**src/rtl/conway_scan_control.sv**
```systemverilog
// Scan sequencer for a banked Game-of-Life engine.
// Walks every pixel of a grid of 3x3 blocks, one pixel per unstalled cycle. The grid is stored
// across nine banks, one per position inside a block. For each pixel it drives the write
// enable and address of the centre bank, and the read enables and addresses of the nine
// banks that hold its 3x3 neighbourhood.
module conway_scan_control #(
  parameter int unsigned WIDTH_BLOCKS  = 2,
  parameter int unsigned HEIGHT_BLOCKS = 2,
  parameter int unsigned ADDR_WIDTH    = 2,
  parameter int unsigned WRAP_MODE     = 0
) (
  input  logic                    clk,
  input  logic                    resetn,
  input  logic                    start,
  input  logic [15:0]             generations,
  input  logic                    stop,
  input  logic                    stall,
  output logic                    busy,
  output logic                    done,
  output logic [8:0]              write_enable,
  output logic [8:0]              read_enable,
  output logic [ADDR_WIDTH-1:0]   write_addr,
  output logic [9*ADDR_WIDTH-1:0] read_addr,
  output logic                    frame_buffer_select,
  output logic [15:0]             generation_count
);

  localparam int unsigned BxW = $clog2(WIDTH_BLOCKS);
  localparam int unsigned ByW = $clog2(HEIGHT_BLOCKS);

  typedef enum logic [0:0] {StIdle, StScan} state_e;

  state_e         state_q;
  logic [1:0]     px_q, py_q;
  logic [BxW-1:0] bx_q;
  logic [ByW-1:0] by_q;
  logic [15:0]    gen_lat_q, gen_count_q;
  logic           stop_seen_q, fbs_q, done_q;

  logic advance, px_last, bx_last, py_last, by_last, frame_last, run_end;
  logic [3:0] we_idx;

  assign advance    = (state_q == StScan) && !stall;
  assign px_last    = (px_q == 2'd2);
  assign bx_last    = (bx_q == BxW'(WIDTH_BLOCKS - 1));
  assign py_last    = (py_q == 2'd2);
  assign by_last    = (by_q == ByW'(HEIGHT_BLOCKS - 1));
  assign frame_last = px_last && bx_last && py_last && by_last;
  // A stop that arrives on the final pixel itself still ends a free run.
  assign run_end    = (gen_count_q + 16'd1 == gen_lat_q) ||
                      ((gen_lat_q == 16'd0) && (stop_seen_q || stop));

  // Block coordinate of the neighbour held by bank lane `lane` (row or column).
  // Only an edge pixel reaches into the adjacent block, through the opposite lane.
  function automatic int nb_coord(input int p, input int blk, input int lane);
    int off;
    off = 0;
    if (p == 0 && lane == 2) off = -1;
    else if (p == 2 && lane == 0) off = 1;
    return blk + off;
  endfunction

  // FSM, scan counters and registered run status
  always_ff @(posedge clk or negedge resetn) begin
    if (!resetn) begin
      state_q     <= StIdle;
      px_q        <= '0;
      py_q        <= '0;
      bx_q        <= '0;
      by_q        <= '0;
      gen_lat_q   <= '0;
      gen_count_q <= '0;
      stop_seen_q <= 1'b0;
      fbs_q       <= 1'b0;
      done_q      <= 1'b0;
    end else begin
      done_q <= 1'b0;
      unique case (state_q)
        StIdle: begin
          if (start) begin
            state_q     <= StScan;
            gen_lat_q   <= generations;
            gen_count_q <= '0;
            stop_seen_q <= 1'b0;
          end
        end
        StScan: begin
          if (stop) stop_seen_q <= 1'b1;
          if (!stall) begin
            px_q <= px_last ? 2'd0 : px_q + 2'd1;
            if (px_last) bx_q <= bx_last ? '0 : bx_q + 1'b1;
            if (px_last && bx_last) py_q <= py_last ? 2'd0 : py_q + 2'd1;
            if (px_last && bx_last && py_last) by_q <= by_last ? '0 : by_q + 1'b1;
            if (frame_last) begin
              fbs_q       <= ~fbs_q;
              gen_count_q <= gen_count_q + 16'd1;
              stop_seen_q <= 1'b0;
              if (run_end) begin
                state_q <= StIdle;
                done_q  <= 1'b1;
              end
            end
          end
        end
        default: state_q <= StIdle;
      endcase
    end
  end

  assign busy                = (state_q == StScan);
  assign done                = done_q;
  assign frame_buffer_select = fbs_q;
  assign generation_count    = gen_count_q;

  // Centre pixel: bank chosen by position inside the block, address by block index
  always_comb begin
    we_idx       = {2'b00, py_q} * 4'd3 + {2'b00, px_q};
    write_enable = advance ? (9'd1 << we_idx) : 9'd0;
    write_addr   = ADDR_WIDTH'(int'(by_q) * int'(WIDTH_BLOCKS) + int'(bx_q));
  end

  for (genvar gk = 0; gk < 9; gk++) begin : g_bank
    localparam int Row = gk / 3;
    localparam int Col = gk % 3;

    int                    nx, ny;
    logic                  ok;
    logic                  bank_re;
    logic [ADDR_WIDTH-1:0] bank_ra;

    // Neighbour block for this bank, clipped or wrapped at the grid edge
    always_comb begin
      nx = nb_coord(int'(px_q), int'(bx_q), Col);
      ny = nb_coord(int'(py_q), int'(by_q), Row);
      ok = 1'b1;
      if (nx < 0) begin
        if (WRAP_MODE != 0) nx = int'(WIDTH_BLOCKS) - 1;
        else ok = 1'b0;
      end else if (nx >= int'(WIDTH_BLOCKS)) begin
        if (WRAP_MODE != 0) nx = 0;
        else ok = 1'b0;
      end
      if (ny < 0) begin
        if (WRAP_MODE != 0) ny = int'(HEIGHT_BLOCKS) - 1;
        else ok = 1'b0;
      end else if (ny >= int'(HEIGHT_BLOCKS)) begin
        if (WRAP_MODE != 0) ny = 0;
        else ok = 1'b0;
      end
      bank_re = advance && ok;
      // Addresses stay at 0 while idle so the read port is quiet between runs.
      bank_ra = (ok && state_q == StScan) ?
                ADDR_WIDTH'(ny * int'(WIDTH_BLOCKS) + nx) : '0;
    end

    assign read_enable[gk]                          = bank_re;
    assign read_addr[gk*ADDR_WIDTH +: ADDR_WIDTH]   = bank_ra;
  end

endmodule

```
**config.mk**
```make
export PLATFORM = sky130hd
export DESIGN_NAME = conway_scan_control
export DESIGN_NICKNAME = d
export VERILOG_FILES = /design/src/rtl/conway_scan_control.sv
export SDC_FILE = /design/constraint.sdc
export NUM_CORES = 1
export LEC_CHECK = 0
export CAP_MARGIN = 15
export CORE_MARGIN = 4
export CORE_UTILIZATION = 45
export DETAILED_ROUTE_END_ITERATION = 12
export GPL_TIMING_DRIVEN = 0
export PLACE_DENSITY = 0.73
export SLEW_MARGIN = 20
export SYNTH_ARGS = -nofsm -noshare
export SYNTH_HDL_FRONTEND = slang
export SYNTH_SLANG_ARGS = --single-unit
```
**constraint.sdc**
```tcl
create_clock -name clk -period 3.4 [get_ports clk]
set_input_delay 0.68 -clock clk [delete_from_list [all_inputs] [get_ports clk]]
set_output_delay 0.68 -clock clk [all_outputs]
set_load 0.01 [all_outputs]
```
# [Word level (Yosys, flattened, before mapping)]
# Index checks and enable logic that the tools add are counted.
[op_classes] n_addsub=19 mul=1 order_cmp=12 n_eq_ne=8 shift=1 muxes=60 bitwise_logic=3 reduce_logical=36
[ops] cell="$add 2x32->32" n=2
[ops] cell="$ge 32x3->1 const B" n=2
[ops] cell="$lt 32x1->1 const B" n=2
[ops] cell="$mux 32" n=2
[ops] cell="$mux 16" n=3
[ops] cell="$mux 1" n=40
[ops] cell="$pmux 16 s2" n=1
[ops] cell="$logic_and 1x1->1" n=23
[ops] cell="$mux 2" n=11
[ops] cell="$add 16x1->16 const B" n=1
[ops] cell="$add 2x2->2" n=8
[ops] cell="$eq 16x16->1" n=1
[ops] cell="$logic_not 16->1" n=1
[ops] cell="$reduce_and 3->1" n=5
[ops] cell="$mux 9" n=1
[ops] cell="$shl 1x4->9 const A" n=1
[ops] cell="$eq 2x2->1 const B" n=4
[ops] cell="$add 1x1->2" n=2
[ops] cell="$add 2x1->2 const B" n=2
[ops] cell="$add 4x2->4" n=1
[ops] cell="$ge 1x2->1 const B" n=2
[ops] cell="$ge 2x2->1 const B" n=2
[ops] cell="$logic_not 2->1" n=2
[ops] cell="$lt 2x1->1 const B" n=2
[ops] cell="11 further kinds" n=19
[totals] register_bits=42 in_bits=21 out_inout_bits=57 wordCells=150

# [Logic depth before layout (Yosys ltp)]
# Gate-level depths: netlist (run 1).
[depth] depth_word=10 depth_mapped=9 mapped_depth_nobuf=8

# [Least setup slack after synthesis (run 1)]
# Ideal clock, no wire load.
[synth_path] kind="flip-flop to output port" start="register px_q[1]" end="output write_enable[0]" arrival_time_ns=2.254 required_ns=2.720 path_slack_ns=0.466 stages_incl_launch_ff=6 path_buffers=0 cell_sequence="dfrtp_1 -> fa_1 -> ha_1 -> fa_1 -> or3_1 -> nor3_1"
[synth_via] elab_chain_len=3
[synth_lines] item="start, declared" line="34" rtl="logic [1:0] px_q, py_q;"
[synth_lines] item="start signal, assigned" line="90" rtl="px_q <= px_last ? 2'd0 : px_q + 2'd1;"
[synth_lines] item="$add 4x2->4" line="117" rtl="we_idx = {2'b00, py_q} * 4'd3 + {2'b00, px_q};"
[synth_lines] item="$shl 1x4->9" line="118" rtl="write_enable = advance ? (9'd1 << we_idx) : 9'd0;"
[synth_lines] item="$mux 9" line="118"
[synth_lines] item="end, declared" line="20" rtl="output logic [8:0] write_enable,"
# Every way passes these cells.

# [Worst setup path after layout (run 1)]
[layout_path] start="register py_q[0]" end="output write_enable[0]"
[layout_via] elab_chain_len=4
[layout_lines] item="start, declared" line="34"
[layout_lines] item="start signal, assigned" line="92" rtl="if (px_last && bx_last) py_q <= py_last ? 2'd0 : py_q + 2'd1;"
[layout_lines] item="$mul 2x2->4" line="117"
[layout_lines] item="$add 4x2->4" line="117"
[layout_lines] item="$shl 1x4->9" line="118"
[layout_lines] item="$mux 9" line="118"
# Every way passes these cells.

==> results.tsv, run 1 <==
stage	metric	value	unit
outcome	outcome	finished clean	
timing	RSZ-0062 raised after global routing	yes	
power_and_ir_drop	VDD IR max	637.9	uV
drt	Starting DRT DRC Count	154	
floorplanning	Die ar.	0.008282	sq mm
clock_tree	H-tree Lvls	2	
global_routing	Overflow after GRT	0	
clock_tree	clk_lat worst skew	300	ps
floorplanning	core area	0.006531	sq mm
worst_setup_path	critical path class	register to output pin	
global_routing	pin count of the biggest net entering global routing	30	
synthesis	synth warn	0	
synthesis	number of synthesized flops with an enable pin	0	
clock_tree	clock-pin transition on the worst setup and hold timing paths	90	ps
drt	per-cell routed wire length	16.09	um
timing	Worst slew margin	57.06	%
worst_setup_path	CP max stage delay	490	ps
drt	Via Count	2890	
layout	# nets final	474	
timing	post-layout min period	3315	ps
run	max_cap viols	0	
place	placed cell count	506	
synthesis	most instantiated library cell after synthesis	dfrtp_1	
global_routing	most used routing layer	met2	
layout	area grow syn2layout	32.69	%
worst_setup_path	R2R Path Start	generation_count[1]$_DFFE_PN0P_	
synthesis	top-area cell type share of the netlist area	33.90	%
floorplanning	overall die height	91.01	um
global_routing	first-pass GRT wire length	14260	um
worst_setup_path	Cell Chain, Critical Path	fa_1 > ha_1 > fa_1 > or3_4 > nor3_1 > buf_2	
synthesis	register area share after synthesis	33.90	%
clock_tree	CTS Sinks	42	
drt	drt drc	0	
global_routing	Total Routing Usage GR	20.67	%
synthesis	post-synthesis async set-or-reset flop share	100.0	%
power_and_ir_drop	Leak	1.824	nW
power_and_ir_drop	Cell Pwr Density	611.0	mW/mm^2
worst_setup_path	Worst R2R Setup Slack	600	ps
timing	endpoints failing hold	0	
synthesis	post-synthesis instance area	0.003100	sq mm
global_routing	met3 Usage GRT	3.636	%
drt	drt via density	5.601	
drt	Total Wirelength	8304	um
worst_setup_path	Crit-path slowest cell	fa_1	
floorplanning	num ports	78	
layout	final cell count without fillers	516	
synthesis	Yosys top cell by area	dfrtp_1	
layout	share of layout cells above drive strength 1	11.62	%
floorplanning	Die Wd	91.01	um
worst_setup_path	Worst R2R Path Depth	8	
synthesis	mean post-synth cell area	8.833	sq um
worst_setup_path	startpoint types	register	
worst_setup_path	crit end category	output pin	
worst_setup_path	capturing point of the worst reg2reg path	done$_DFF_PN0_	
place	DP Wirelength	6547	um
place	Routability Congestion	0.9134	
clock_tree	Post-CTS Hold Buffers	0	
global_routing	GRT met2 Usage	34.58	%
floorplanning	initial core utilization	47.47	%
power_and_ir_drop	Power Total	2.513	mW
worst_setup_path	CP dominant cell by count	fa_1	
clock_tree	CTS root buf	clkbuf_8	
layout	Diodes inserted	0	
worst_setup_path	Crit Path Max Fanout	5	
synthesis	Synth top cells by count	dfrtp_1 (42), nor2_1 (36), nand2_1 (29)	
timing	Max Clock Freq	0.3017	GHz
global_routing	number of global-route vias before repair	2877	
floorplanning	# rows	29	
synthesis	Primary FF master, synth	dfrtp_1	
drt	antenna-violating nets left	0	
timing	part of the cycle the worst path needs	97.49	%
min_path	worst min-delay path class	primary input to async pin	
synthesis	#FFs+latches synth	42	
global_routing	met1 usage in global routing	27.57	%
timing	Clock Skews	10.02	ps
timing	final setup vio count	0	
timing	Worst Max-Slew Pin Slew	644.1	ps
global_routing	initial antenna violation count	0	
clock_tree	TritonCTS Buffers	5	
timing	Pins Over Slew Limit	0	
drt	drt pass-1 iters	4	
clock_tree	CTS tree	yes	
synthesis	synth top area cells	dfrtp_1 (34%), mux2_1 (6.2%), ha_1 (5.2%), nor2_1 (4.4%), o21ai_1 (3.6%)	
synthesis	cell count after synthesis	351	
place	IO Port Bufs	77	
clock_tree	Clock Path Buffers	2	
synthesis	syn nets	387	
synthesis	Yosys cell types	60	
worst_setup_path	critical path required time	2720	ps
worst_setup_path	Critical Path AT	2630	ps
state kept, by name (all words and copies together), names as in the netlist:
signal / cells
busy: 1
bx_last: 1
by_last: 1
done: 1
frame_buffer_select: 1
gen_lat_q: 16
generation_count: 16
px_q: 2
py_q: 2
stop_seen_q: 1
worst max-delay path, delay by kind of cell (launching register included):
| kind | cells | cell delay (ps) |
|---|---|---|
| buf+inv | 1 | 160 |
| simple gates | 2 | 560 |
| flops | 1 | 450 |
| fa+ha+maj | 3 | 1180 |
cells in the final DEF, fill, tap and decap left out, drive strengths merged, types with 4 or more instances in the layout:
| cell | instances |
|---|---|
| nor3 | 16 |
| xor2 | 10 |
| o31ai | 4 |
| a21oi | 7 |
| nor2 | 36 |
| ha | 13 |
| clkdlybuf4s50 | 67 |
| or2 | 4 |
| dfrtp | 42 |
| nand4 | 6 |
| xnor2 | 12 |
| nand2 | 29 |
| o21ai | 29 |
| buf | 24 |
| nand3 | 14 |
| mux2 | 18 |
| inv | 11 |
| nand2b | 11 |
| nor4 | 10 |
| clkbuf | 23 |
worst max path at each step:
stage	startpoint	to	depth (start not counted)
after CTS	py_q[0]$_DFFE_PN0P_	write_enable[2]	6
after floorplan	px_q[1]$_DFFE_PN0P_	write_enable[0]	5
after global placement	px_q[1]$_DFFE_PN0P_	write_enable[0]	6
after global routing	py_q[0]$_DFFE_PN0P_	write_enable[0]	6
after detailed placement	px_q[1]$_DFFE_PN0P_	write_enable[0]	6
final	py_q[0]$_DFFE_PN0P_	write_enable[0]	6
power breakdown:
group | internal, mW | switching (mW) | total, mW
combinational | 0.749 | 0.648 | 1.40
clock | 0.294 | 0.183 | 0.477
sequential | 0.558 | 0.0810 | 0.639
metrics by stage:
| step | util, % | setup TNS (ps) | area (sq um) | hold WS (ps) | setup WS (ps) |
|---|---|---|---|---|---|
| after floorplan | - | 0 | 3100 | 384.4 | 465.6 |
| after detailed placement | 60.98 | -36.57 | 3983 | 467.5 | -36.57 |
| after global placement | 60.75 | -39.74 | 3968 | 463.9 | -39.74 |
| after global routing | 62.99 | -77.54 | 4114 | 302.3 | -77.54 |
| after CTS | 63.24 | 0 | 4130 | 273.7 | 2.943 |
| final | 62.99 | 0 | 4114 | 271.6 | 85.19 |
timing repair:
item,4_1_cts,5_1_grt
pin swaps,1,0
buffers inserted,2,0
resized for setup,15,12
endpoints found under the setup margin,8,8
logic make-up (layout without fill, tap and decap cells):
family,after synthesis,in the layout,synth area share [%]
AND/OR/NAND/NOR,149,149,27.00
adder cells (fa/ha/maj),15,15,6.538
buffers and inverters,43,131,7.062
flip-flops,42,42,33.90
AO/OA/AOI/OAI,59,59,11.78
multiplexers,21,21,7.506
XOR/XNOR,22,22,6.215
area by class of cell:
class                      instances  area, sq um
buffer                            32        177.7
clock buffer                       5        68.82
clock inverter                     3        68.82
fill                             575         2417
inverter                          11        41.29
multi-input combinational        266         1836
sequential                        42         1054
tap                               77        96.34
timing repair buffer              80        772.0
routing by layer:
layer / share of wire (%) / routed length (um)
met1: 43 / 3531
met2: 50 / 4128
met3: 6.6 / 548
met4: 1.1 / 95
met5: 0 / 0
Note: power is estimated with default switching activity, not from simulation.
==> inputs of run 2 (changes only) <==
--- a/config.mk
+++ b/config.mk
@@ -11,6 +11,7 @@
 export DETAILED_ROUTE_END_ITERATION = 12
 export GPL_TIMING_DRIVEN = 0
 export PLACE_DENSITY = 0.73
+export SKIP_LAST_GASP = 1
 export SLEW_MARGIN = 20
 export SYNTH_ARGS = -nofsm -noshare
 export SYNTH_HDL_FRONTEND = slang
==> results.tsv, run 2 (synthesized netlist as in run 1, its figures left out) <==
stage	metric	value	unit
clock_tree	TritonCTS Buffers	5	
layout	area grow syn2layout	32.85	%
timing	Min Hold Slack	269.3	ps
timing	Max Clock Freq	0.3042	GHz
worst_setup_path	Cell Chain, Critical Path	fa_1 > ha_1 > fa_1 > or3_4 > nor3_2 > clkbuf_2	
min_path	worst min-delay path class	primary input to async pin	
layout	most frequent cells in the layout	clkdlybuf4s50_1 (67), dfrtp_1 (40), nor2_1 (36)	
place	placed cell count	506	
timing	final setup vio count	0	
drt	Starting DRT DRC Count	171	
drt	drt drc	0	
worst_setup_path	Worst R2R Path Depth	8	
place	IO Port Bufs	77	
worst_setup_path	startpoint types	register	
worst_setup_path	Worst R2R Setup Slack	570	ps
worst_setup_path	crit end category	output pin	
global_routing	first-pass GRT wire length	14280	um
timing	part of the cycle the worst path needs	96.70	%
global_routing	Total Routing Usage GR	20.69	%
outcome	outcome	finished clean	
drt	Total Wirelength	8376	um
layout	Multi-input gate area	0.001841	sq mm
worst_setup_path	R2R Path Start	generation_count[1]$_DFFE_PN0P_	
layout	commonest non-fill, non-tap cell in the layout	clkdlybuf4s50_1	
worst_setup_path	Critical Path Source	py_q[0]$_DFFE_PN0P_	
worst_setup_path	Crit-path slowest cell	fa_1	
floorplanning	Die Wd	91.01	um
global_routing	Overflow after GRT	0	
layout	Final Cell Area	0.004119	sq mm
worst_setup_path	CP Buf/Inv Count	1	
power_and_ir_drop	Leak	1.824	nW
power_and_ir_drop	Cell Pwr Density	613.2	mW/mm^2
timing	post-route setup slack	112.2	ps
floorplanning	initial core utilization	47.47	%
floorplanning	num ports	78	
clock_tree	CTS Sinks	42	
timing	RSZ-0062 raised after global routing	yes	
power_and_ir_drop	Power Total	2.526	mW
worst_setup_path	Top delay family on crit path	adder cells	
place	DP Area	0.003983	sq mm
worst_setup_path	Crit Path Max Fanout	5	
worst_setup_path	critical path class	register to output pin	
clock_tree	Clock Path Buffers	2	
drt	antenna-violating nets left	0	
layout	fillers	574	
clock_tree	CTS tree	yes	
layout	sequential cell area	0.001054	sq mm
drt	Via Count	2901	
worst_setup_path	CP dominant cell by count	fa_1	
power_and_ir_drop	VDD IR max	637.9	uV
place	Setup WS pre-CTS	-36.57	ps
floorplanning	# rows	29	
place	DP Wirelength	6547	um
worst_setup_path	CP endpoint	write_enable[0]	
floorplanning	core area	0.006531	sq mm
drt	drt via density	5.622	
worst_setup_path	Critical Path AT	2610	ps
drt	drt pass-1 iters	4	
layout	share of layout cells above drive strength 1	11.85	%
global_routing	initial antenna violation count	0	
timing	endpoints failing hold	0	
clock_tree	clock-pin transition on the worst setup and hold timing paths	90	ps
global_routing	pin count of the biggest net entering global routing	30	
timing	Worst slew margin	56.35	%
layout	# nets final	474	
floorplanning	Die ar.	0.008282	sq mm
timing	Pins Over Slew Limit	0	
worst_setup_path	cell count along the critical path	6	
clock_tree	CTS root buf	clkbuf_8	
clock_tree	H-tree Lvls	2	
timing	Fin Setup TNS	0	ps
layout	final cell count without fillers	516	
global_routing	number of global-route vias before repair	2879	
floorplanning	overall die height	91.01	um
timing	Worst Max-Slew Pin Slew	654.8	ps
worst_setup_path	critical path required time	2720	ps
worst_setup_path	CP max stage delay	490	ps
timing	Clock Skews	12.49	ps
run	max_cap viols	0	
clock_tree	clk_lat worst skew	300	ps
timing	post-layout min period	3288	ps
drt	per-cell routed wire length	16.23	um
worst_setup_path	capturing point of the worst reg2reg path	done$_DFF_PN0_	
layout	Diodes inserted	0	
layout	Final Util	63.07	%
place	Routability Congestion	0.9134	
==> run 2: cell count changes in the layout (fill, tap and decap cells not counted), sizes merged <==
cell,previous run,this run
buf,24,23
clkbuf,23,24
==> run 2: worst min-delay path by stage <==
stage	startpoint	endpoint	slack (ps)	depth (start not counted)
after detailed placement	frame_buffer_select$_DFFE_PN0P_	frame_buffer_select$_DFFE_PN0P_	470	1
after CTS	resetn	generation_count[14]$_DFFE_PN0P_	270	1
after global routing	resetn	generation_count[14]$_DFFE_PN0P_	300	1
after global placement	frame_buffer_select$_DFFE_PN0P_	frame_buffer_select$_DFFE_PN0P_	460	1
final	resetn	generation_count[14]$_DFFE_PN0P_	270	1
after floorplan	resetn	busy$_DFF_PN0_	380	0
==> run 2: worst register-to-register path: cells and delay by family (launching register included) <==
family        cells  cell delay [ps]
fa+ha+maj         1              220
buf+inv           1              330
flops             1              550
mux               1              150
simple gates      5             1530
==> run 2: repair_timing <==
item | in CTS | in global routing
pin swaps | 1 | 0
hold buffers | 0 | 0
setup endpoints to repair | 8 | 8
gates resized for setup | 12 | 16
gates cloned | 0 | 0
setup buffers | 2 | 0
==> run 2: layout make-up <==
cell class / count / area share, %
plain buffers: 32 / 4.313
clock buffers: 5 / 1.671
clock inverters: 3 / 1.671
inverters: 11 / 1.002
multi-input cells: 266 / 44.68
flip-flops and latches: 42 / 25.58
well taps: 77 / 2.339
repair buffers: 80 / 18.74
==> run 2: power by group <==
part / switching [mW] / internal [mW] / total [mW]
clock network: 0.184 / 0.294 / 0.479
registers: 0.0813 / 0.558 / 0.639
logic: 0.656 / 0.752 / 1.41
total: 0.922 / 1.60 / 2.53
==> run 2: metal layers <==
metal / up-vias / wire length [um] / global-route usage (%)
li1: 1402 / - / -
met4: 0 / 85 / 5.905
met1: 1399 / 3630 / 27.62
met3: 6 / 534 / 3.636
met2: 94 / 4126 / 34.58
met5: - / 0 / 0
